**config.mk**
```make
export PLATFORM = sky130hd
export DESIGN_NAME = stw_controller
export DESIGN_NICKNAME = d
export VERILOG_FILES = /design/src/rtl/stw_pkg.sv /design/src/rtl/stw_vec_gen.sv /design/src/rtl/stw_controller.sv
export SDC_FILE = /design/constraint.sdc
export NUM_CORES = 1
export LEC_CHECK = 0
export CAP_MARGIN = 40
export CORE_ASPECT_RATIO = 2
export CORE_UTILIZATION = 30
export DETAILED_ROUTE_END_ITERATION = 16
export PLACE_DENSITY = 0.47
export REMOVE_ABC_BUFFERS = 1
export SKIP_LAST_GASP = 1
export SLEW_MARGIN = 20
export SYNTH_ARGS = -nofsm -noshare
export SYNTH_HDL_FRONTEND = slang
export SYNTH_SLANG_ARGS = --single-unit
export TNS_END_PERCENT = 10
```
**constraint.sdc**
```tcl
create_clock -name clk -period 6.6 [get_ports clk]
set_clock_uncertainty 0.15 [all_clocks]
set_input_delay 0.99 -clock clk [delete_from_list [all_inputs] [get_ports clk]]
set_output_delay 0.99 -clock clk [all_outputs]
set_load 0.02 [all_outputs]
```
**src/rtl/stw_pkg.sv**
```systemverilog
// Shared types and constants for the self-test-window sequencer: state encoding,
// the fixed multiply-add vector table and the Galois LFSR step.
package stw_pkg;

    typedef enum logic [2:0] {
        ST_IDLE,
        ST_LOAD,
        ST_START,
        ST_WAIT,
        ST_CHECK,
        ST_NEXT,
        ST_DONE
    } stw_state_e;

    typedef struct packed {
        logic [15:0] op1;
        logic [15:0] op2;
        logic [15:0] add;
    } stw_vec_t;

    localparam logic [15:0] LFSR_TAPS = 16'hB400;

    // Negative entries are stored as their 16-bit two's complement patterns.
    function automatic stw_vec_t fixedVec(input logic [2:0] idx);
        stw_vec_t v;
        case (idx)
            3'd0:    v = '{op1: 16'd3,    op2: 16'd5,    add: 16'd7};
            3'd1:    v = '{op1: 16'hFFFF, op2: 16'hFFFF, add: 16'h0000};
            3'd2:    v = '{op1: 16'h7FFF, op2: 16'h0002, add: 16'h0000};
            3'd3:    v = '{op1: 16'h0000, op2: 16'h1234, add: 16'h5678};
            3'd4:    v = '{op1: 16'h00FF, op2: 16'h0100, add: 16'h0001};
            3'd5:    v = '{op1: 16'hFFFE, op2: 16'h0003, add: 16'hFFFC};
            3'd6:    v = '{op1: 16'h8000, op2: 16'hFFFF, add: 16'h0000};
            default: v = '{op1: 16'h0001, op2: 16'h0001, add: 16'hFFFF};
        endcase
        return v;
    endfunction

    function automatic logic [15:0] lfsrStep(input logic [15:0] s);
        return {1'b0, s[15:1]} ^ (s[0] ? LFSR_TAPS : 16'h0000);
    endfunction

endpackage

```
**src/rtl/stw_vec_gen.sv**
```systemverilog
// Test-vector source with registered operands and expected multiply-add result.
// Define STW_LFSR_VECTORS_EN to draw vectors from the LFSR instead of the fixed table.
module stw_vec_gen #(
    parameter int          WORD_SIZE = 16,
    parameter logic [15:0] LFSR_SEED = 16'hACE1
) (
    input  logic                 clk,
    input  logic                 rst,
    input  logic                 loadEn_i,
    input  logic                 stepEn_i,
    input  logic [7:0]           vecIdx_i,
    output logic [WORD_SIZE-1:0] op1_o,
    output logic [WORD_SIZE-1:0] op2_o,
    output logic [WORD_SIZE-1:0] add_o,
    output logic [WORD_SIZE-1:0] expected_o
);
    import stw_pkg::*;

    logic [WORD_SIZE-1:0] op1_d, op2_d, add_d;
    logic [WORD_SIZE-1:0] op1_q, op2_q, add_q, exp_q;

    function automatic logic [WORD_SIZE-1:0] fitWord(input logic [15:0] v);
        logic [31:0] w;
        w = {16'h0000, v};
        return w[WORD_SIZE-1:0];
    endfunction

    // Full-width signed product plus sign-extended addend, wrapped to one word.
    function automatic logic [WORD_SIZE-1:0] macWord(input logic [WORD_SIZE-1:0] a,
                                                      input logic [WORD_SIZE-1:0] b,
                                                      input logic [WORD_SIZE-1:0] c);
        logic [2*WORD_SIZE-1:0] full;
        full = {{WORD_SIZE{a[WORD_SIZE-1]}}, a} * {{WORD_SIZE{b[WORD_SIZE-1]}}, b}
             + {{WORD_SIZE{c[WORD_SIZE-1]}}, c};
        return full[WORD_SIZE-1:0];
    endfunction

`ifdef STW_LFSR_VECTORS_EN
    logic [15:0] lfsr_q, lfsr_d;
    logic        unusedIdx;

    assign unusedIdx = ^vecIdx_i;

    // A load without a step presents the current LFSR value as the sweep's first vector.
    always_comb begin
        lfsr_d = stepEn_i ? lfsrStep(lfsr_q) : lfsr_q;
        op1_d  = fitWord(lfsr_d);
        op2_d  = fitWord({lfsr_d[7:0], lfsr_d[15:8]});
        add_d  = fitWord(~lfsr_d);
    end

    always_ff @(posedge clk or negedge rst) begin
        if (!rst) begin
            lfsr_q <= LFSR_SEED;
        end else begin
            lfsr_q <= lfsr_d;
        end
    end
`else
    stw_vec_t tblVec;
    logic     unusedCfg;

    assign unusedCfg = ^{LFSR_SEED, stepEn_i, vecIdx_i[7:3]};

    always_comb begin
        tblVec = fixedVec(vecIdx_i[2:0]);
        op1_d  = fitWord(tblVec.op1);
        op2_d  = fitWord(tblVec.op2);
        add_d  = fitWord(tblVec.add);
    end
`endif

    always_ff @(posedge clk or negedge rst) begin
        if (!rst) begin
            op1_q <= '0;
            op2_q <= '0;
            add_q <= '0;
            exp_q <= '0;
        end else if (loadEn_i) begin
            op1_q <= op1_d;
            op2_q <= op2_d;
            add_q <= add_d;
            exp_q <= macWord(op1_d, op2_d, add_d);
        end
    end

    assign op1_o      = op1_q;
    assign op2_o      = op2_q;
    assign add_o      = add_q;
    assign expected_o = exp_q;

endmodule

```
**src/rtl/stw_controller.sv**
```systemverilog
// Self-test-window sequencer: drives a row of PEs with multiply-add vectors and builds a fault map.
// Define STW_LFSR_VECTORS_EN for LFSR-generated vectors; the default uses the fixed table.
module stw_controller #(
    parameter int          WORD_SIZE = 16,
    parameter int          NUM_PE    = 4,
    parameter int          NUM_VEC   = 8,
    parameter int          TIMEOUT   = 64,
    parameter logic [15:0] LFSR_SEED = 16'hACE1
) (
    input  logic                 clk,
    input  logic                 rst,
    input  logic                 test_req,
    output logic                 test_busy,
    output logic                 test_done,
    output logic [NUM_PE-1:0]    fault_map,
    output logic                 STW_test_load_en,
    output logic [WORD_SIZE-1:0] STW_mult_op1,
    output logic [WORD_SIZE-1:0] STW_mult_op2,
    output logic [WORD_SIZE-1:0] STW_add_op,
    output logic [WORD_SIZE-1:0] STW_expected,
    output logic                 STW_start,
    input  logic [NUM_PE-1:0]    STW_complete,
    input  logic [NUM_PE-1:0]    STW_result_out
);
    import stw_pkg::*;

    localparam int             TW         = $clog2(TIMEOUT) + 1;
    localparam logic [TW-1:0]  TIMER_LAST = TW'(TIMEOUT - 1);
    localparam logic [7:0]     LAST_IDX   = 8'(NUM_VEC - 1);

    stw_state_e        state_q;
    logic              busy_q, done_q, load_q, start_q;
    logic [NUM_PE-1:0] fault_q;
    logic [TW-1:0]     timer_q;
    logic [7:0]        vecIdx_q;

    logic              lastVec;
    logic              genLoad, genStep;
    logic [7:0]        genIdx;

    assign lastVec = (vecIdx_q == LAST_IDX);

    // The generator registers a new vector on sweep start and when advancing in NEXT.
    always_comb begin
        genLoad = 1'b0;
        genStep = 1'b0;
        genIdx  = 8'd0;
        case (state_q)
            ST_IDLE: genLoad = test_req;
            ST_NEXT: begin
                genStep = 1'b1;
                genLoad = !lastVec;
                genIdx  = vecIdx_q + 8'd1;
            end
            default: ;
        endcase
    end

    // Outputs are registered alongside the state so each strobe lines up with its state.
    always_ff @(posedge clk or negedge rst) begin
        if (!rst) begin
            state_q  <= ST_IDLE;
            busy_q   <= 1'b0;
            done_q   <= 1'b0;
            load_q   <= 1'b0;
            start_q  <= 1'b0;
            fault_q  <= '0;
            timer_q  <= '0;
            vecIdx_q <= '0;
        end else begin
            load_q  <= 1'b0;
            start_q <= 1'b0;
            done_q  <= 1'b0;
            case (state_q)
                ST_IDLE: begin
                    if (test_req) begin
                        state_q  <= ST_LOAD;
                        busy_q   <= 1'b1;
                        load_q   <= 1'b1;
                        fault_q  <= '0;
                        vecIdx_q <= '0;
                    end
                end
                ST_LOAD: begin
                    state_q <= ST_START;
                    start_q <= 1'b1;
                end
                ST_START: begin
                    state_q <= ST_WAIT;
                    timer_q <= '0;
                end
                ST_WAIT: begin
                    timer_q <= timer_q + 1'b1;
                    if ((timer_q != '0) && ((&STW_complete) || (timer_q == TIMER_LAST))) begin
                        state_q <= ST_CHECK;
                    end
                end
                ST_CHECK: begin
                    fault_q <= fault_q | ~(STW_complete & STW_result_out);
                    state_q <= ST_NEXT;
                end
                ST_NEXT: begin
                    if (lastVec) begin
                        state_q <= ST_DONE;
                        done_q  <= 1'b1;
                    end else begin
                        vecIdx_q <= vecIdx_q + 8'd1;
                        state_q  <= ST_LOAD;
                        load_q   <= 1'b1;
                    end
                end
                ST_DONE: begin
                    state_q <= ST_IDLE;
                    busy_q  <= 1'b0;
                end
                default: begin
                    state_q <= ST_IDLE;
                    busy_q  <= 1'b0;
                end
            endcase
        end
    end

    stw_vec_gen #(
        .WORD_SIZE (WORD_SIZE),
        .LFSR_SEED (LFSR_SEED)
    ) u_vec_gen (
        .clk        (clk),
        .rst        (rst),
        .loadEn_i   (genLoad),
        .stepEn_i   (genStep),
        .vecIdx_i   (genIdx),
        .op1_o      (STW_mult_op1),
        .op2_o      (STW_mult_op2),
        .add_o      (STW_add_op),
        .expected_o (STW_expected)
    );

    assign test_busy        = busy_q;
    assign test_done        = done_q;
    assign fault_map        = fault_q;
    assign STW_test_load_en = load_q;
    assign STW_start        = start_q;

endmodule

```
==> load_flow_metrics.sql <==
INSERT INTO impl_metrics (metric_group, metric, value, unit) VALUES
('status', 'outcome', 'finished, final reports clean', ''),
('grt', 'global_route_wire_length_before_repair', '25100', 'um'),
('setup_path', 'worstSetupStartpointType', 'register', ''),
('finish', 'area_taken_by_multi_input_logic_gates', '3660', 'sq um'),
('yosys', 'yosys_most_used_dff', 'sky130_fd_sc_hd__dfrtp_1', ''),
('grt', 'antenna_found_initial', '0', ''),
('clock_network', 'clk-insertion-delay-late', '0.34', 'ns'),
('clock_network', 'cts-root-buf', 'sky130_fd_sc_hd__clkbuf_16', ''),
('place', 'placement.io_buffers', '82', ''),
('clock_network', 'cts_buffers', '9', ''),
('yosys', 'yosys_warnings', '0', ''),
('yosys', 'yosys.area_share.adder', '0.325', ''),
('timing', 'hold_viol_final', '0', ''),
('route', 'routed-via-count', '4591', ''),
('timing', 'final_period_util', '0.956', ''),
('grt', 'grt_pass1_vias', '4874', ''),
('pwr', 'leakage', '3.51', 'nW'),
('route', 'vias_per_cell', '4.71', ''),
('finish', 'num-nets-final', '846', ''),
('floorplanning', 'die_w', '100', 'um'),
('yosys', 'number_of_register_bits_inferred_by_synthesis', '58', ''),
('setup_path', 'required', '6.66', 'ns'),
('floorplanning', 'start_util', '0.307', ''),
('timing', 'maxSlewHeadroom', '0.576', ''),
('floorplanning', 'core', '18900', 'sq um'),
('yosys', 'post_synth_instance_area', '5810', 'sq um'),
('yosys', 'unique_masters_post_synth', '57', ''),
('route', 'wl_per_cell', '16.5', 'um'),
('hold_path', 'timing.hold.worst.class', 'register to register', ''),
('route', 'detailedRoute.firstPassIterationCount', '4', ''),
('finish', 'highest_count_cells_in_the_layout_ignoring_fill_and_taps', 'sky130_fd_sc_hd__inv_1 (100), sky130_fd_sc_hd__clkdlybuf4s50_1 (81), sky130_fd_sc_hd__ha_1 (71)', ''),
('clock_network', 'cts.sinks', '58', ''),
('place', 'gpl_congestion', '0.900', ''),
('timing', 'count_of_final_max_slew_check_failures', '0', ''),
('yosys', 'number_of_standard_cells_after_synthesis', '646', ''),
('place', 'dp_worst_setup_slack', '0.00123', 'ns'),
('timing', 'tightestPinTransition', '0.632', 'ns'),
('clock_network', 'path_clk_slew', '0.06', 'ns'),
('yosys', 'largest_family_of_logic_cells_by_synthesized_area', 'adder cells', ''),
('floorplanning', 'die_h', '199', 'um'),
('clock_network', 'ctsHtreeMaxLevel', '3', ''),
('grt', 'total_global_route_track_usage', '0.170', ''),
('setup_path', 'worst-endpoint-arrival', '6.37', 'ns'),
('setup_path', 'worstPathMaxFanout', '7', ''),
('flow_run', 'max-cap-violations', '0', ''),
('yosys', 'post_synth_xor_area_fraction', '0.0441', ''),
('timing', 'rsz0062_at_grt', 'yes', ''),
('timing', 'max_freq', '0.159', 'GHz'),
('floorplanning', 'floorplan.die_area', '20000', 'sq um'),
('finish', 'num_antenna_cells', '0', ''),
('pwr', 'ir_worst_vdd', '0.192', 'mV'),
('clock_network', 'clock_tree.buffer_depth', '2', ''),
('setup_path', 'crit_path_capture_type', 'register', ''),
('yosys', 'synth_edf_count', '0', ''),
('floorplanning', 'rows', '71', ''),
('route', 'drt_first_iter_violations', '153', ''),
('finish', 'ratio_of_cells_with_drive_above_1_in_the_final_layout', '0.0904', ''),
('yosys', 'synth.avg_cell_area', '9.00', 'sq um'),
('route', 'drc_errors', '0', ''),
('route', 'antenna_viol_nets_final', '0', ''),
('yosys', 'synth_async_sr_flop_share', '1.00', ''),
('finish', 'final-seq-area', '1450', 'sq um'),
('finish', 'n_fill_cell', '1952', ''),
('grt', 'grt_start_max_net_pins', '59', ''),
('place', 'placement.cell_area', '6830', 'sq um'),
('timing', 'finalSetupViolations', '0', ''),
('timing', 'whs', '0.326', 'ns'),
('clock_network', 'tritoncts', 'yes', ''),
('yosys', 'synth_compound_gate_area_share', '0.111', ''),
('clock_network', 'postCtsSetupRepairBufs', '0', ''),
('pwr', 'powerDensity', '557', 'nW/um^2'),
('grt', 'overflow', '0', ''),
('finish', 'areaGrowthSynthToFinish', '24.4', '%'),
('floorplanning', 'design.portCount', '83', ''),
('yosys', 'synth-seq-area-share', '0.250', ''),
('yosys', 'yosys-mux-area-fraction', '0.00366', ''),
('finish', 'final_area', '7230', 'sq um'),
('yosys', 'synthSimpleGateAreaFrac', '0.136', ''),
('timing', 'period_minus_slack', '6.31', 'ns'),
('route', 'routed_wl', '16100', 'um'),
('timing', 'setup_slack', '0.292', 'ns'),
('setup_path', 'critPathKind', 'register to register', ''),
('place', 'detailedPlacementHpwl', '13400', 'um'),
('finish', 'most_common_cell_after_layout_fill_and_taps_aside', 'sky130_fd_sc_hd__inv_1', ''),
('timing', 'finalSetupTns', '0', 'ns');
## metal layers
metal,part of all wire,track usage,up-vias
met5,0,0,-
met4,0.054,0.105,0
met3,0.024,0.0186,39
met2,0.60,0.345,95
met1,0.32,0.155,2256
li1,-,-,2201
## final cells by class
class                   instances  area share
clock inverters                 6      0.0125
flip-flops and latches         58       0.201
well taps                     255      0.0441
repair buffers                115       0.150
inverters                     101      0.0528
clock buffers                  10      0.0331
multi-input cells             429       0.507
## worst paths after layout
check / end / cells past startpoint / slack, ns / startpoint
setup / recovery: u_vec_gen.expected_o[14] / 20 / 0.29 / vecIdx_q[0]
hold / removal: u_vec_gen.expected_o[0] / 2 / 0.33 / u_vec_gen.expected_o[0]
setup reg to reg: u_vec_gen.expected_o[14] / 20 / 0.29 / vecIdx_q[0]
hold reg to reg: u_vec_gen.expected_o[0] / 2 / 0.33 / u_vec_gen.expected_o[0]
max in group asynchronous: u_vec_gen.expected_o[1] / 3 / 5.38 / rst
min in group asynchronous: u_vec_gen.expected_o[8] / 2 / 0.42 / rst
## critical path, cell delays in order, from the launching register on
cell                        delay (ns)
sky130_fd_sc_hd__dfrtp_1          0.39
sky130_fd_sc_hd__ha_1             0.33
sky130_fd_sc_hd__or2_1            0.27
sky130_fd_sc_hd__nor3_4           0.22
sky130_fd_sc_hd__buf_4            0.20
sky130_fd_sc_hd__inv_1            0.15
sky130_fd_sc_hd__fa_1             0.59
sky130_fd_sc_hd__inv_1            0.10
sky130_fd_sc_hd__ha_1             0.31
sky130_fd_sc_hd__ha_1             0.28
sky130_fd_sc_hd__inv_1            0.05
sky130_fd_sc_hd__fa_1             0.54
sky130_fd_sc_hd__fa_1             0.54
sky130_fd_sc_hd__fa_1             0.54
sky130_fd_sc_hd__inv_1            0.04
sky130_fd_sc_hd__ha_1             0.36
sky130_fd_sc_hd__a2111oi_4        0.43
sky130_fd_sc_hd__nor4b_4          0.32
sky130_fd_sc_hd__o31ai_1          0.13
sky130_fd_sc_hd__xnor2_1          0.15
sky130_fd_sc_hd__o21ai_1          0.08
## power by group
group,internal (mW),switching [mW]
clock,0.340,0.181
sequential,0.487,0.110
combinational,1.23,1.68
total,2.05,1.97
## logic make-up (layout without fill, tap and decap cells)
logic type	count (synthesis)	after routing
AO/OA/AOI/OAI	108	108
buffers and inverters	159	232
XOR/XNOR	26	26
other	1	1
flip-flops	58	58
adder cells (fa/ha/maj)	121	121
AND/OR/NAND/NOR	171	171
multiplexers	2	2
## sequential cells by signal (all words and copies together) (netlist names)
| register | flops |
|---|---|
| STW_start | 1 |
| u_vec_gen.add_o | 5 |
| test_done | 1 |
| fault_map | 4 |
| vecIdx_q | 8 |
| u_vec_gen.expected_o | 16 |
| u_vec_gen.op2_o | 6 |
| state_q | 3 |
| STW_test_load_en | 1 |
| test_busy | 1 |
| timer_q | 7 |
| u_vec_gen.op1_o | 5 |
## through the flow
stage	utilization	std cells	power, mW
4_1_cts	0.379	973	4.10
3_5_place_dp	0.361	957	3.54
2_1_floorplan	-	588	2.42
6_report	0.382	974	4.02
3_3_place_gp	0.361	957	3.52
5_1_grt	0.382	974	4.40
## synth_stat cells (all sizes together) (2+ instances only)
| cell type | count | share of area |
|---|---|---|
| and2 | 2 | 0.0022 |
| o21a | 7 | 0.0090 |
| a31oi | 3 | 0.0032 |
| dfrtp | 58 | 0.25 |
| nor4b | 2 | 0.0030 |
| o31ai | 7 | 0.0090 |
| xor2 | 7 | 0.012 |
| nand3 | 8 | 0.0069 |
| ha | 71 | 0.15 |
| a21oi | 35 | 0.030 |
| nand2 | 60 | 0.039 |
| o21ai | 36 | 0.031 |
| buf | 43 | 0.054 |
| nor4 | 3 | 0.0032 |
| inv | 101 | 0.066 |
| fa | 50 | 0.17 |
| nand2b | 4 | 0.0043 |
| a22o | 3 | 0.0045 |
| clkbuf | 15 | 0.0097 |
| nor2 | 45 | 0.029 |
| nor3 | 26 | 0.025 |
| nor2b | 5 | 0.0054 |
| a21o | 6 | 0.0077 |
| or2 | 5 | 0.0054 |
| nand4 | 5 | 0.0054 |
| xnor2 | 18 | 0.028 |
## what timing repair did
| item | in CTS | in global routing |
|---|---|---|
| endpoints found under the setup margin | 2 | 3 |
| gates resized for setup | 1 | 5 |
| pin swaps | 0 | 1 |
| gates cloned | 0 | 0 |
| hold buffers | 0 | 0 |
Power figures use the tool's default switching activity.
